$ cat src/rtl/uart_pkg.sv
// Shared UART definitions: FSM state encoding, default baud divisor, line idle level.
package uart_pkg;

    localparam int unsigned DEFAULT_CLKS_PER_BIT = 868;
    localparam logic        UART_IDLE_LVL        = 1'b1;

    localparam logic [2:0] ST_IDLE  = 3'd0;
    localparam logic [2:0] ST_LOAD  = 3'd1;
    localparam logic [2:0] ST_START = 3'd2;
    localparam logic [2:0] ST_DATA  = 3'd3;
    localparam logic [2:0] ST_STOP  = 3'd4;

    typedef enum logic [2:0] {
        IDLE  = ST_IDLE,
        LOAD  = ST_LOAD,
        START = ST_START,
        DATA  = ST_DATA,
        STOP  = ST_STOP
    } tx_state_e;

    // Counter width able to hold 0..n-1, never narrower than one bit.
    function automatic int unsigned cnt_width(input int unsigned n);
        return (n > 1) ? $clog2(n) : 1;
    endfunction

endpackage

$ cat src/rtl/baud_tick_gen.sv
// Bit-period counter: counts 0..CLKS_PER_BIT-1 and flags the last cycle of each bit.
module baud_tick_gen
    import uart_pkg::*;
#(
    parameter int unsigned CLKS_PER_BIT = DEFAULT_CLKS_PER_BIT
) (
    input  logic clk,
    input  logic rst,
    input  logic clear,
    output logic bit_end
);

    localparam int unsigned    CNT_W   = cnt_width(CLKS_PER_BIT);
    localparam logic [CNT_W-1:0] CNT_MAX = CNT_W'(CLKS_PER_BIT - 1);

    logic [CNT_W-1:0] cnt;

    assign bit_end = (cnt == CNT_MAX);

    // Synchronous clear has priority; otherwise wrap at the bit boundary.
    always_ff @(posedge clk or posedge rst) begin
        if (rst) begin
            cnt <= '0;
        end else if (clear || bit_end) begin
            cnt <= '0;
        end else begin
            cnt <= cnt + CNT_W'(1);
        end
    end

endmodule

$ cat src/rtl/uart_tx_drain.sv
// FIFO reader and 8N1 serializer: pops one byte per frame, flags frame and packet ends.
module uart_tx_drain
    import uart_pkg::*;
#(
    parameter int unsigned CLKS_PER_BIT = DEFAULT_CLKS_PER_BIT,
    parameter int unsigned WIDTH        = 8
) (
    input  logic             clk,
    input  logic             rst,
    input  logic             fifo_empty,
    output logic             fifo_rd_en,
    input  logic [WIDTH-1:0] fifo_dout,
    input  logic             fifo_dout_last,
    output logic             tx,
    output logic             busy,
    output logic             frame_done,
    output logic             pkt_done
);

    localparam int unsigned      BIT_W    = cnt_width(WIDTH);
    localparam logic [BIT_W-1:0] BIT_LAST = BIT_W'(WIDTH - 1);

    tx_state_e        state;
    tx_state_e        state_nxt;
    logic [WIDTH-1:0] shift;
    logic [WIDTH-1:0] shift_nxt;
    logic [BIT_W-1:0] bit_cnt;
    logic [BIT_W-1:0] bit_cnt_nxt;
    logic             last_q;
    logic             last_nxt;
    logic             tx_nxt;
    logic             busy_nxt;
    logic             frame_done_nxt;
    logic             pkt_done_nxt;
    logic             baud_clear;
    logic             bit_end;

    baud_tick_gen #(
        .CLKS_PER_BIT(CLKS_PER_BIT)
    ) u_baud (
        .clk    (clk),
        .rst    (rst),
        .clear  (baud_clear),
        .bit_end(bit_end)
    );

    // State register.
    always_ff @(posedge clk or posedge rst) begin
        if (rst) begin
            state <= IDLE;
        end else begin
            state <= state_nxt;
        end
    end

    // Next-state, pop request and next values of the datapath/output registers.
    always_comb begin
        state_nxt      = state;
        shift_nxt      = shift;
        bit_cnt_nxt    = bit_cnt;
        last_nxt       = last_q;
        tx_nxt         = tx;
        frame_done_nxt = 1'b0;
        pkt_done_nxt   = 1'b0;
        fifo_rd_en     = 1'b0;

        case (state)
            IDLE: begin
                fifo_rd_en = !fifo_empty;
                if (!fifo_empty) begin
                    state_nxt = LOAD;
                end
            end
            LOAD: begin
                // FIFO data and its last flag are only valid this cycle.
                shift_nxt = fifo_dout;
                last_nxt  = fifo_dout_last;
                tx_nxt    = 1'b0;
                state_nxt = START;
            end
            START: begin
                if (bit_end) begin
                    tx_nxt      = shift[0];
                    bit_cnt_nxt = '0;
                    state_nxt   = DATA;
                end
            end
            DATA: begin
                if (bit_end) begin
                    shift_nxt   = shift >> 1;
                    bit_cnt_nxt = bit_cnt + BIT_W'(1);
                    if (bit_cnt == BIT_LAST) begin
                        tx_nxt    = UART_IDLE_LVL;
                        state_nxt = STOP;
                    end else begin
                        tx_nxt = shift_nxt[0];
                    end
                end
            end
            STOP: begin
                tx_nxt = UART_IDLE_LVL;
                if (bit_end) begin
                    frame_done_nxt = 1'b1;
                    pkt_done_nxt   = last_q;
                    last_nxt       = 1'b0;
                    state_nxt      = IDLE;
                end
            end
            default: begin
                tx_nxt    = UART_IDLE_LVL;
                state_nxt = IDLE;
            end
        endcase

        busy_nxt   = (state_nxt != IDLE);
        // Restart the bit period on every state entry and hold it while not on the line.
        baud_clear = (state_nxt != state) || (state == IDLE) || (state == LOAD);
    end

    // Datapath and registered outputs; tx returns to idle level asynchronously on reset.
    always_ff @(posedge clk or posedge rst) begin
        if (rst) begin
            shift      <= '0;
            bit_cnt    <= '0;
            last_q     <= 1'b0;
            tx         <= UART_IDLE_LVL;
            busy       <= 1'b0;
            frame_done <= 1'b0;
            pkt_done   <= 1'b0;
        end else begin
            shift      <= shift_nxt;
            bit_cnt    <= bit_cnt_nxt;
            last_q     <= last_nxt;
            tx         <= tx_nxt;
            busy       <= busy_nxt;
            frame_done <= frame_done_nxt;
            pkt_done   <= pkt_done_nxt;
        end
    end

endmodule

$ cat config.mk
export PLATFORM = sky130hd
export DESIGN_NAME = uart_tx_drain
export DESIGN_NICKNAME = d
export VERILOG_FILES = /design/src/rtl/uart_pkg.sv /design/src/rtl/baud_tick_gen.sv /design/src/rtl/uart_tx_drain.sv
export SDC_FILE = /design/constraint.sdc
export NUM_CORES = 1
export LEC_CHECK = 0
export BUFFER_PORTS_ARGS = -buffer_cell sky130_fd_sc_hd__buf_2
export CAP_MARGIN = 20
export CORE_MARGIN = 2
export CORE_UTILIZATION = 58
export DETAILED_ROUTE_END_ITERATION = 10
export GPL_TIMING_DRIVEN = 0
export PLACE_DENSITY = 0.79
export SLEW_MARGIN = 15
export SYNTH_ARGS = -nofsm -noshare
export SYNTH_HDL_FRONTEND = slang
export SYNTH_HIERARCHICAL = 1
export SYNTH_SLANG_ARGS = --single-unit
$ cat constraint.sdc
create_clock -name clk -period 2.3 [get_ports clk]
set_input_delay 0.115 -clock clk [delete_from_list [all_inputs] [get_ports clk]]
set_output_delay 0.115 -clock clk [all_outputs]
set_load 0.02 [all_outputs]
* Word level (Yosys, flattened, before mapping) *
Cells that the tools add are included.

storage, ports and cells
  word-level logic and storage cells = 58
  flip-flop bits (word level) = 29
  bits of input ports = 12
  output and inout port bits = 5

operators by class
  add/sub/neg operators = 2
  bitwise logic cells = 1
  mux-type cells = 23
  equal/unequal tests = 10
  reductions and logical operators = 13

operators by type and width
  kind                   count
  $mux 3                 7
  $pmux 8 s2             1
  $pmux 3 s5             1
  $add 10x1->10 const B  1
  $eq 10x10->1 const B   1
  $mux 10                1
  $mux 1                 9
  $mux 8                 1
  $eq 3x2->1 const B     2
  $eq 3x3->1 const B     2
  $ne 2x1->1 const B     3
  $pmux 3 s2             1
  $reduce_and 3->1       2
  $reduce_bool 2->1      3
  $pmux 1 s4             1
  $reduce_and 2->1       2
  $add 3x1->3 const B    1
  $eq 3x1->1 const B     1
  $logic_not 3->1        1
  $logic_or 1x1->1       3
  $ne 3x3->1             1
  $reduce_bool 3->1      1
  $pmux 1 s2             1
  $logic_not 1->1        1
  $not 1->1              1

* Logic depth before layout (Yosys ltp) *
  depth after elaboration = 9
  mapped depth = 8

* Modules after synthesis *
Netlist, hierarchy kept.

modules (own cells, without submodules)
  module         area an instance (um2)  times used  cells an instance
  uart_tx_drain  1063.5                  1           86
  baud_tick_gen  569.3                   1           57

* Worst setup path after synthesis *
No wires, ideal clock.

  kind = register -> register
  start = register u_baud.cnt[0]
  end = register shift[0]
  data required time = 2.175 ns
  arrival = 1.922 ns
  path buffers = 1
  setup time = 0.125 ns
  setup slack = 0.253 ns
  cell stages (with the launch flop) = 8
  cell sequence = dfrtp_1 ha_1 nand4bb_4 nor4_1 buf_2 inv_1 a21oi_4 mux2_4

between the ends
  cells in the longest elaborated chain, start to end = 3

ends and longest elaborated chain
  what                        RTL line              source
  start, declared             baud_tick_gen.sv:16   logic [CNT_W-1:0] cnt;
  start signal, assigned      baud_tick_gen.sv:27   cnt <= cnt + CNT_W'(1);
  $eq 10x10->1                baud_tick_gen.sv:18   assign bit_end = (cnt == CNT_MAX);
  via bit_end                 uart_tx_drain.sv:36   logic bit_end;
  $ne 2x1->1 (no line)        n/a
  $reduce_and 2->1 (no line)  n/a
  end signal, assigned        uart_tx_drain.sv:131  shift <= shift_nxt;
  end, declared               uart_tx_drain.sv:25   logic [WIDTH-1:0] shift;

The timed path passes the listed nets, and every way through them passes these cells.
A chain may end at the register's enable or synchronous reset.

* Worst setup path in the final report *
  start = register u_baud.cnt[0]
  end = register shift[1]

The elaborated chain is that of the path after synthesis.

==> impl_metrics.ini <==
[floorplan]
die_w_um = 57.1
num_rows = 19
die_y_um = 57.1
ios = 17
coreArea_um2 = 2710
initial_utilization = 0.602
dieArea_um2 = 3260

[synthesis]
ys_warn_count = 6
synth_edf_count = 0
yosysUniqueCellTypes = 44
synth_area_per_cell_um2 = 11.4
synth_top_area_share = 0.429
synthArstFlopShare = 1.00
postSynthCellCount = 143
yosys_register_bits = 29
synth_top_cells_by_count = dfrtp_1, nor2_1, nand2_1, mux2_4
syn_nets = 158
synth-seq-area-share = 0.445
synthTopCellsByArea = dfrtp_1, mux2_4, mux2_1, ha_1, nor2_1
synth_flop_cell = dfrtp_1
synth_area_leader_cell = dfrtp_1
synth_most_common_cell = dfrtp_1
synth_area_um2 = 1630

[run]
cap_viol_max_count = 0

[finish]
drive_above_1_share = 0.306
nNetsFinal = 184
n_antenna_cell = 0
fill_cells = 209
finish.cell_count_without_fillers = 201
layout-area-overhead-vs-synth_pct = 14.3

[routing]
wl_per_cell_um = 14.8
dr.pass1.iters = 4
ant_nets = 0
drtIter0Drc = 39
vias = 1163
drc = 0
routed_via_density = 5.79
totalWireLength_um = 2980

[grt]
grt_usage = 0.209
grt_pass1_vias = 1158
grt_max_degree = 20
grt_antenna_before_repair = 0
overflow = 0
grt_pass1_wl_um = 5160

[setup_path]
r2r_slack_ps = 100
startpoint = u_baud/cnt[0]
setup.worst_path.class = flop to flop
reg2reg_from = u_baud/cnt[0]
path_delay_family = buffers and inverters
reg2reg_to = shift[1]
cp_max_fo = 9
slowest_stage = dfrtp_1
cpPeakStageDelay_ps = 430
rr_worst_depth = 8
critical_path.cell_chain = ha_2 -> nand4bb_4 -> nor4_1 -> clkbuf_4 -> inv_1 -> a21oi_4 -> buf_12 -> mux2_4
crit_path_end = shift[1]
path_buf_inv = 3
end_kind = flop
cp-start-kind = flop
cp.depth = 8
worstPathArrival_ps = 2420
required_ps = 2520

[sta]
fin_crit_ps = 2200
finalHoldViolations = 0
final_max_slew_viol_count = 0
post-route-period-util = 0.956
setup_viol = 0
fin_skew_ps = 3.13
slew_headroom = 0.514
tightest_slew_ps = 729
fmax_mhz = 455

[place]
place_congestion = 0.802
dp_hpwl_um = 2040
dpl.cell_count = 190
port-buffer-count = 16

[cts]
path_clk_slew_ps = 90
clock_sinks = 29
insertion_delay_ps = 330
clk_path_buf_depth = 2
cts_tree = done
cts.htree.levels = 2
root_buffer = clkbuf_4
cts-buffers-inserted = 5

[pwr]
power_w = 0.00152
p_leak_nw = 0.827
peakVddDrop_uv = 734
powerDensity_nw_per_um2 = 816

[min_path]
holdCritPathClass = primary input to flop

[run_status]
status = finished clean
==> worst min-delay path, stage by stage <==
cell and delay (ps):
buf_2 80, o32ai_1 80, nor2_1 100
==> cell type report <==
cell class / count / area [um2] / share of cell area
inverters: 7 / 26.3 / 0.0141
plain buffers: 8 / 71.3 / 0.0382
well taps: 31 / 38.8 / 0.0208
clock buffers: 7 / 65.1 / 0.0349
clock inverters: 1 / 5.00 / 0.00268
repair buffers: 19 / 120 / 0.0643
flip-flops and latches: 29 / 727 / 0.389
multi-input cells: 99 / 813 / 0.436
==> logic make-up after synthesis <==
family	share of synthesized area
simple gates	0.204
flops	0.445
xor+xnor	0.0161
fa+ha+maj	0.0230
compound gates	0.139
buf+inv	0.0582
mux	0.115
==> where the power goes <==
part | switching [W] | internal [W] | total [W]
clock network | 0.000181 | 0.000177 | 0.000358
registers | 0.0000949 | 0.000606 | 0.000701
logic | 0.000224 | 0.000241 | 0.000465
==> per-layer routing <==
metal | global-route usage | vias to the layer above | part of all wire
li1 | - | 568 | -
met1 | 0.257 | 557 | 0.44
met2 | 0.330 | 31 | 0.49
met3 | 0.0726 | 7 | 0.044
met4 | 0.0997 | 0 | 0.024
met5 | 0 | - | 0
==> worst min-delay path by stage <==
stage,endpoint,depth (start not counted),slack (ps),from
final,last_q,3,90,fifo_dout_last
after global routing,last_q,3,120,fifo_dout_last
after CTS,last_q,3,80,fifo_dout_last
after detailed placement,u_baud/cnt[9],2,130,rst
after global placement,u_baud/cnt[8],2,120,rst
after floorplan,u_baud/cnt[0],1,-40,rst
==> placed cells by master (no fill, tap or decap), types with 3 or more instances in the layout <==
master,Yosys,routed
dfrtp_1,28,28
buf_2,1,16
nor2_1,10,10
nand2_1,9,9
mux2_4,8,8
o21ai_0,7,7
inv_1,7,7
nand3_1,7,7
clkbuf_4,0,6
mux2_1,6,6
a21oi_1,6,6
or3_1,5,5
buf_4,4,4
nand2b_1,4,4
buf_6,3,3
==> repair_timing <==
action / CTS / global route
endpoints found under the setup margin: 0 / 8
gates resized for setup: 0 / 2
hold endpoints to repair: 29 / 0
hold buffers: 2 / 0
buffers inserted: 0 / 1
==> registers in the layout, summed over array words and instances (netlist names) <==
signal	flops
busy	1
last_q	1
shift	8
u_baud/cnt	10
tx	1
frame_done	1
state	3
bit_cnt	3
pkt_done	1
==> metrics by stage <==
step	setup TNS [ps]	setup slack, ps	hold slack (ps)	instance area (um2)	utilization
finish	0	102	89.1	1870	0.689
global placement	0	46.8	115	1750	0.646
global route	-265	-43.3	119	1870	0.689
detailed placement	0	40.9	126	1750	0.646
CTS	0	29.2	84.4	1840	0.680
floorplan	0	253	-44.8	1630	-
Power figures use the tool's default switching activity.
